File: src/rtl/dma_timing_priority_ctrl.sv
// Purpose : 8237-style DMA timing/priority control for 4 channels (SI/S0..S4 sequencer, HRQ/HLDA handshake, strobes).
// Latency : DREQ at edge k -> HRQ after k; with HLDA high S1 after k+1, DACK after k+2, updateAddrCnt after k+4.
// Backpr. : waits in S0 until HLDA; HLDA loss in S1..S4 aborts to SI; demand mode pauses when DREQ drops.
//
// Ports:
//   CLK, RESET          clock, synchronous active-high reset
//   DREQ, maskReg       per-channel request and mask
//   HLDA, CS_N, EOP_N   hold acknowledge, chip select, external end-of-process
//   ctrlDisable         blocks all new services
//   rotatingPriority    0 fixed (ch0 highest), 1 rotating
//   chMode, xferType    per-channel 2-bit mode and transfer type
//   tcIn                active channel word count is zero
//   HRQ/AEN/ADSTB       bus handshake and address strobes
//   DACK, activeCh      one-hot acknowledge and latched channel
//   programCondition    CPU may access registers
//   loadAddr, updateAddrCnt, tcPulse  datapath controls
//   MEMR_N/MEMW_N/IOR_OUT_N/IOW_OUT_N active-low transfer strobes
module dma_timing_priority_ctrl #(
  parameter int NUM_CH = 4
) (
  input  logic                  CLK,
  input  logic                  RESET,
  input  logic [NUM_CH-1:0]     DREQ,
  input  logic                  HLDA,
  input  logic                  CS_N,
  input  logic                  EOP_N,
  input  logic [NUM_CH-1:0]     maskReg,
  input  logic                  ctrlDisable,
  input  logic                  rotatingPriority,
  input  logic [2*NUM_CH-1:0]   chMode,
  input  logic [2*NUM_CH-1:0]   xferType,
  input  logic                  tcIn,
  output logic                  HRQ,
  output logic                  AEN,
  output logic                  ADSTB,
  output logic [NUM_CH-1:0]     DACK,
  output logic [1:0]            activeCh,
  output logic                  programCondition,
  output logic                  loadAddr,
  output logic                  updateAddrCnt,
  output logic [NUM_CH-1:0]     tcPulse,
  output logic                  MEMR_N,
  output logic                  MEMW_N,
  output logic                  IOR_OUT_N,
  output logic                  IOW_OUT_N
);

  typedef enum logic [2:0] {ST_SI, ST_S0, ST_S1, ST_S2, ST_S3, ST_S4} state_t;

  state_t      r_state;
  state_t      w_state_nxt;
  logic [1:0]  r_active_ch;
  logic [1:0]  r_prio;       // channel currently holding highest priority
  logic [1:0]  r_mode;       // mode/type latched at grant so strobes never see live inputs
  logic [1:0]  r_xfer;
  logic        r_tc_pend;    // TC/EOP seen in S4: pulse status for one cycle in SI

  logic [NUM_CH-1:0] w_valid_req;
  logic [NUM_CH-1:0] w_onehot;
  logic [1:0]        w_base;
  logic [1:0]        w_winner;
  logic              w_found;
  logic              w_any_req;
  logic              w_grant;
  logic              w_svc_end;
  logic              w_tc_end;

  assign w_valid_req = DREQ & ~maskReg & {NUM_CH{~ctrlDisable}};
  assign w_any_req   = |w_valid_req;
  assign w_onehot    = {{(NUM_CH-1){1'b0}}, 1'b1} << r_active_ch;
  assign w_tc_end    = tcIn | ~EOP_N;

  // Scan from the highest-priority channel upward, wrapping modulo 4.
  always_comb begin
    w_base   = rotatingPriority ? r_prio : 2'd0;
    w_winner = w_base;
    w_found  = 1'b0;
    for (int i = 0; i < NUM_CH; i++) begin
      if (!w_found && w_valid_req[w_base + 2'(i)]) begin
        w_winner = w_base + 2'(i);
        w_found  = 1'b1;
      end
    end
  end

  always_comb begin
    w_state_nxt = r_state;
    case (r_state)
      ST_SI: if (w_any_req) w_state_nxt = ST_S0;
      ST_S0: begin
        if (!w_any_req)  w_state_nxt = ST_SI;
        else if (HLDA)   w_state_nxt = ST_S1;
      end
      ST_S1: w_state_nxt = HLDA ? ST_S2 : ST_SI;
      ST_S2: w_state_nxt = HLDA ? ST_S3 : ST_SI;
      ST_S3: w_state_nxt = HLDA ? ST_S4 : ST_SI;
      ST_S4: begin
        if (!HLDA || w_tc_end) begin
          w_state_nxt = ST_SI;
        end else begin
          case (r_mode)
            2'b00:   w_state_nxt = w_valid_req[r_active_ch] ? ST_S1 : ST_SI;
            2'b10:   w_state_nxt = ST_S1;
            default: w_state_nxt = ST_SI;
          endcase
        end
      end
      default: w_state_nxt = ST_SI;
    endcase
  end

  assign w_grant   = (r_state == ST_S0) && w_any_req && HLDA;
  // Only a completed service (not an HLDA abort) moves the priority pointer.
  assign w_svc_end = (r_state == ST_S4) && HLDA && (w_state_nxt == ST_SI);

  always_ff @(posedge CLK) begin
    if (RESET) begin
      r_state     <= ST_SI;
      r_active_ch <= 2'd0;
      r_prio      <= 2'd0;
      r_mode      <= 2'd0;
      r_xfer      <= 2'd0;
      r_tc_pend   <= 1'b0;
    end else begin
      r_state   <= w_state_nxt;
      r_tc_pend <= (r_state == ST_S4) && HLDA && w_tc_end;
      if (w_grant) begin
        r_active_ch <= w_winner;
        r_mode      <= chMode[{w_winner, 1'b0} +: 2];
        r_xfer      <= xferType[{w_winner, 1'b0} +: 2];
      end
      if (w_svc_end && rotatingPriority) r_prio <= r_active_ch + 2'd1;
    end
  end

  always_comb begin
    HRQ           = 1'b0;
    AEN           = 1'b0;
    ADSTB         = 1'b0;
    loadAddr      = 1'b0;
    updateAddrCnt = 1'b0;
    DACK          = '0;
    MEMR_N        = 1'b1;
    MEMW_N        = 1'b1;
    IOR_OUT_N     = 1'b1;
    IOW_OUT_N     = 1'b1;
    case (r_state)
      ST_S0: HRQ = 1'b1;
      ST_S1: begin
        HRQ      = 1'b1;
        AEN      = 1'b1;
        ADSTB    = 1'b1;
        loadAddr = 1'b1;
      end
      ST_S2, ST_S3: begin
        HRQ  = 1'b1;
        AEN  = 1'b1;
        DACK = w_onehot;
        // read = memory to I/O, write = I/O to memory; second strobe joins in S3
        if (r_xfer == 2'b10) begin
          MEMR_N    = 1'b0;
          IOW_OUT_N = (r_state == ST_S3) ? 1'b0 : 1'b1;
        end else if (r_xfer == 2'b01) begin
          IOR_OUT_N = 1'b0;
          MEMW_N    = (r_state == ST_S3) ? 1'b0 : 1'b1;
        end
      end
      ST_S4: begin
        HRQ           = 1'b1;
        AEN           = 1'b1;
        DACK          = w_onehot;
        updateAddrCnt = 1'b1;
      end
      default: ;
    endcase
  end

  assign tcPulse          = r_tc_pend ? w_onehot : '0;
  assign activeCh         = r_active_ch;
  assign programCondition = (r_state == ST_SI) && !CS_N && !HLDA;

endmodule

File: config.mk
export PLATFORM = sky130hd
export DESIGN_NAME = dma_timing_priority_ctrl
export DESIGN_NICKNAME = d
export VERILOG_FILES = /design/src/rtl/dma_timing_priority_ctrl.sv
export SDC_FILE = /design/constraint.sdc
export NUM_CORES = 1
export LEC_CHECK = 0
export ABC_AREA = 1
export CORE_MARGIN = 1
export CORE_UTILIZATION = 25
export CTS_CLUSTER_DIAMETER = 50
export DETAILED_ROUTE_END_ITERATION = 12
export SYNTH_ARGS = -nofsm -noshare
export SYNTH_HDL_FRONTEND = slang
export SYNTH_SLANG_ARGS = --single-unit
File: constraint.sdc
create_clock -name CLK -period 4.75 [get_ports CLK]
set_input_delay 0.95 -clock CLK [delete_from_list [all_inputs] [get_ports CLK]]
set_output_delay 0.95 -clock CLK [all_outputs]
set_load 0.01 [all_outputs]
# After elaboration in Yosys (flattened, before gate mapping)
# Index checks and enable logic that the tools add are counted.
# word_totals
output_inout_bits	20
input_bits	32
reg_bits	12
wordCells	101
# classes
n_bitwise	6
reduce_logical	25
eq_ne	8
n_shift	3
muxes	44
order_cmp	5
add_sub_neg	4
# ops
operator	n
two-way mux 1 bit	23
case mux 3 bit (6 select lines)	1
variable part select 8 x 4 -> 2 bit	2
< comparator 2 x 3 -> 1 bit (second input constant)	5
two-way mux 3 bit	5
two-way mux 2 bit	7
logical AND 1 bit	11
binary-select mux 1 bit (select 2 bit)	5
bitwise AND 4 bit	2
two-way mux 4 bit	2
OR reduction 4 bit	2
equality test 3 x 2 -> 1 bit (second input constant)	2
equality test 3 bit (second input constant)	2
logical NOT 3 bit	2
logical NOT 1 bit	5
OR reduction 5 bit	1
adder 2 x 1 -> 2 bit (second input constant)	2
adder 2 bit (second input constant)	2
equality test 2 bit (second input constant)	2
NOT 4 bit	1
case mux 2 bit (2 select lines)	1
<< shifter 1 x 2 -> 4 bit (first input constant)	1
equality test 3 x 1 -> 1 bit (second input constant)	1
OR reduction 3 bit	1
6 further kinds	7

# Logic depth before layout (Yosys ltp)
# logic_depth
ltp_word	16
ltp_mapped	17
mapped_depth_nobuf	17

# Worst setup path before layout
# Ideal clock, no wire load.
# synth_timing
path_kind	input to register
startpoint	in rotatingPriority
endpoint	reg r_mode[0]
required_ps	4618
path_slack_ps	2522
setup_time_ps	132
arrival_time_ps	2096
cell_stages	14
cell_sequence	nand2_2 inv_4 nand3_1 nand3_1 nand2_1 and2_4 nand2_4 nand2_4 nand2_4 nand2_1 nand2_1 nand2_1 nand3_1 a21oi_1
# synth_between
elab_chain_len	14
word_cells_on_any_way	25
# synth_lines
element	line_no	source
start, declared	29	input logic rotatingPriority,
two-way mux 2 bit *	75	w_base = rotatingPriority ? r_prio : 2'd0;
parallel branches: the longest is 11 deep, another holds adder 2 x 1 -> 2 bit	-	
two-way mux 2 bit *	79	if (!w_found && w_valid_req[w_base + 2'(i)]) begin
variable part select 8 x 4 -> 2 bit *	129	r_mode <= chMode[{w_winner, 1'b0} +: 2];
end signal, assigned	129	
end, declared	54	logic [1:0] r_mode;
# Mark *: on every way between the ends. The select of a mux whose other input is x is not followed.
# A chain may end at the register's enable or synchronous reset.

# Final worst setup path
# layout_timing
startpoint	in HLDA
endpoint	out programCondition
# layout_between
elab_chain_len	2
# layout_lines
element	line_no	source
start, declared	24	input logic HLDA,
logical NOT 1 bit	180	assign programCondition = (r_state == ST_SI) && !CS_N && !HLDA;
logical AND 1 bit	180	
end, declared	38	output logic programCondition,
# Every way passes these cells.

==> flow_metrics.tcl <==
set metrics [dict create \
    grt_pass1_vias 1272 \
    worst_setup_path_start_kind "primary input" \
    place_congestion 0.809 \
    fill_cells 505 \
    port_buffers 51 \
    sequentialPowerShare 0.349 \
    wire_per_inst_um 9.38 \
    leakage_nw 0.893 \
    path_class "primary input to primary output" \
    syn-num-nets 257 \
    drive_gt1_frac 0.0511 \
    numCtsBuffers 3 \
    fmax_mhz 315 \
    ys_warn_count 0 \
    period_share 0.668 \
    grt_max_degree 11 \
    swShare 0.272 \
    hold_slack_ns 0.470 \
    worstPathRequired_ns 3.80 \
    crit_path_end_kind "primary output" \
    cts-root-buf "clkbuf_8" \
    setup_viol 0 \
    hold_viol 0 \
    async_flop_share 0 \
    synth-edff-count 0 \
    hpwlAfterDp_um 2580 \
    ir_worst_vdd_uv 68.6 \
    drv_cap 0 \
    seq_area_frac_synth 0.196 \
    antenna_left 0 \
    hold_buffers 0 \
    track_usage 0.125 \
    route.vias.total 1461 \
    rows 25 \
    n_antenna_cell 0 \
    ctsResizeCount 0 \
    p_clk_frac 0.369 \
    cts_sinks 12 \
    postSynthAreaPerCell_um2 5.54 \
    clockBufferDepth 2 \
    syn_area_um2 1220 \
    htreeDepth 1 \
    clk_latency_ns 0.24 \
    rsz0062_at_grt "false" \
    start_util 0.259 \
    die_h_um 72.0 \
    die_area_um2 5180 \
    syn_to_final_growth_pct 52.1 \
    ys_ff_latch 12 \
    status "finished clean" \
    cts_tree "done" \
    core-area_um2 4720 \
    critPathMaxFanout 6 \
    fin_setup_tns_ns 0 \
    yosys_most_used_dff "dfxtp_1" \
    post_cts_buffers 0 \
    critical_path_arrival_ns 2.22 \
    tightest_slew_ns 0.405 \
    overflow 0 \
    viasPerCell 4.28 \
    period_needed_ns 3.17 \
    switchingPower_uw 82.6 \
    firstDrtPassIters 4 \
    ios 52 \
    clkTransAtPathRegs_ns 0.05 \
    p_per_area_nw_per_um2 163 \
    grt_pass1_wl_um 5360 \
    intPower_uw 221 \
    routed_wl_um 3200 \
    p_comb_frac 0.282 \
    drv_slew 0 \
    finalPower_uw 304 \
    synthCells 221 \
    antenna_found_initial 0 \
    drtIter0Drc 83 \
    netlist-cell-type-count 22 \
    die_w_um 72.0 \
    relSlewSlack 0.728 \
    hp-class "flop to flop" \
    drc_errors 0 \
    fin_skew_ns 0.000994 \
    nNetsFinal 311 \
]
-- layout by cell type, fill, tap and decap left out, types with 2 or more instances in the layout --
master / count
o21ai_0: 6
nand2_2: 2
nor2_1: 18
clkbuf_8: 4
nand3_1: 43
ha_1: 4
nand2_1: 66
inv_1: 38
dfxtp_1: 12
clkdlybuf4s50_1: 51
nor3b_1: 2
nor3_1: 7
nand2_4: 3
a21oi_1: 10
-- per-stage QoR --
stage / instance area, um^2 / utilization / instances / worst slack (ns)
detailed placement: 1810 / 0.383 / 337 / 1.58
floorplan: 1220 / - / 221 / 2.52
finish: 1860 / 0.394 / 341 / 1.58
global route: 1860 / 0.394 / 341 / 1.54
CTS: 1860 / 0.394 / 341 / 1.57
global placement: 1810 / 0.383 / 337 / 1.57
-- layout make-up --
class,count,area (um^2),share of cell area
clock buffers,4,55.1,0.0295
inverters,39,149,0.0799
multi-input cells,168,825,0.443
flip-flops and latches,12,240,0.129
well taps,67,83.8,0.0450
repair buffers,51,510,0.274
-- power groups by stage --
stage / combinational, mW / sequential (mW) / clock, mW
finish: 0.0857 / 0.106 / 0.112
global route: 0.0964 / 0.107 / 0.119
CTS: 0.0862 / 0.106 / 0.114
detailed placement: 0.0857 / 0.108 / 0
global placement: 0.0853 / 0.108 / 0
floorplan: 0.0431 / 0.108 / 0
-- synthesized netlist by cell type (2+ instances only) --
cell type	n	area share
o21ai_0	6	0.025
nor3_1	7	0.029
nand2_4	3	0.028
dfxtp_1	12	0.20
nor2_1	18	0.055
nor3b_1	2	0.012
nand2_2	2	0.010
nand3_1	43	0.18
ha_1	4	0.041
nand2_1	66	0.20
a21oi_1	10	0.041
inv_1	38	0.12
-- layer usage --
layer | track usage | vias up | wire length (um) | part of all wire
li1 | - | 813 | - | -
met1 | 0.162 | 612 | 1660 | 0.52
met2 | 0.215 | 34 | 1390 | 0.43
met3 | 0.0181 | 2 | 126 | 0.039
met4 | 0.0392 | 0 | 23 | 0.0072
met5 | 0 | - | 0 | 0
-- cell families (layout without fill, tap and decap cells) --
| logic type | count (synthesis) | count (layout) | synth area share |
|---|---|---|---|
| AOI/OAI and AO/OA | 17 | 17 | 0.0705 |
| DFF | 12 | 12 | 0.196 |
| adders and majority gates | 4 | 4 | 0.0409 |
| and+or+nand+nor | 147 | 147 | 0.562 |
| buffers and inverters | 41 | 94 | 0.131 |
-- worst paths after layout --
| kind | start | endpoint | slack (ns) | cells past startpoint |
|---|---|---|---|---|
| worst min register to register | r_mode[0]$_SDFFE_PP0P_ | r_mode[0]$_SDFFE_PP0P_ | 0.47 | 2 |
| worst max register to register | r_prio[0]$_SDFFE_PP0P_ | r_xfer[1]$_SDFFE_PP0P_ | 2.81 | 14 |
| worst min-delay path | r_mode[0]$_SDFFE_PP0P_ | r_mode[0]$_SDFFE_PP0P_ | 0.47 | 2 |
| worst max-delay path | HLDA | programCondition | 1.58 | 3 |
-- sequential cells by signal, summed over array words and instances (netlist names) --
| register | flops |
|---|---|
| r_state | 3 |
| r_prio | 2 |
| activeCh | 2 |
| r_tc_pend | 1 |
| r_mode | 2 |
| r_xfer | 2 |
-- worst max-delay path, stage by stage --
cell and delay, ns:
clkdlybuf4s50_1 0.50, nor3_1 0.21, clkdlybuf4s50_1 0.56
No activity file was read; power rests on OpenSTA's default activity.
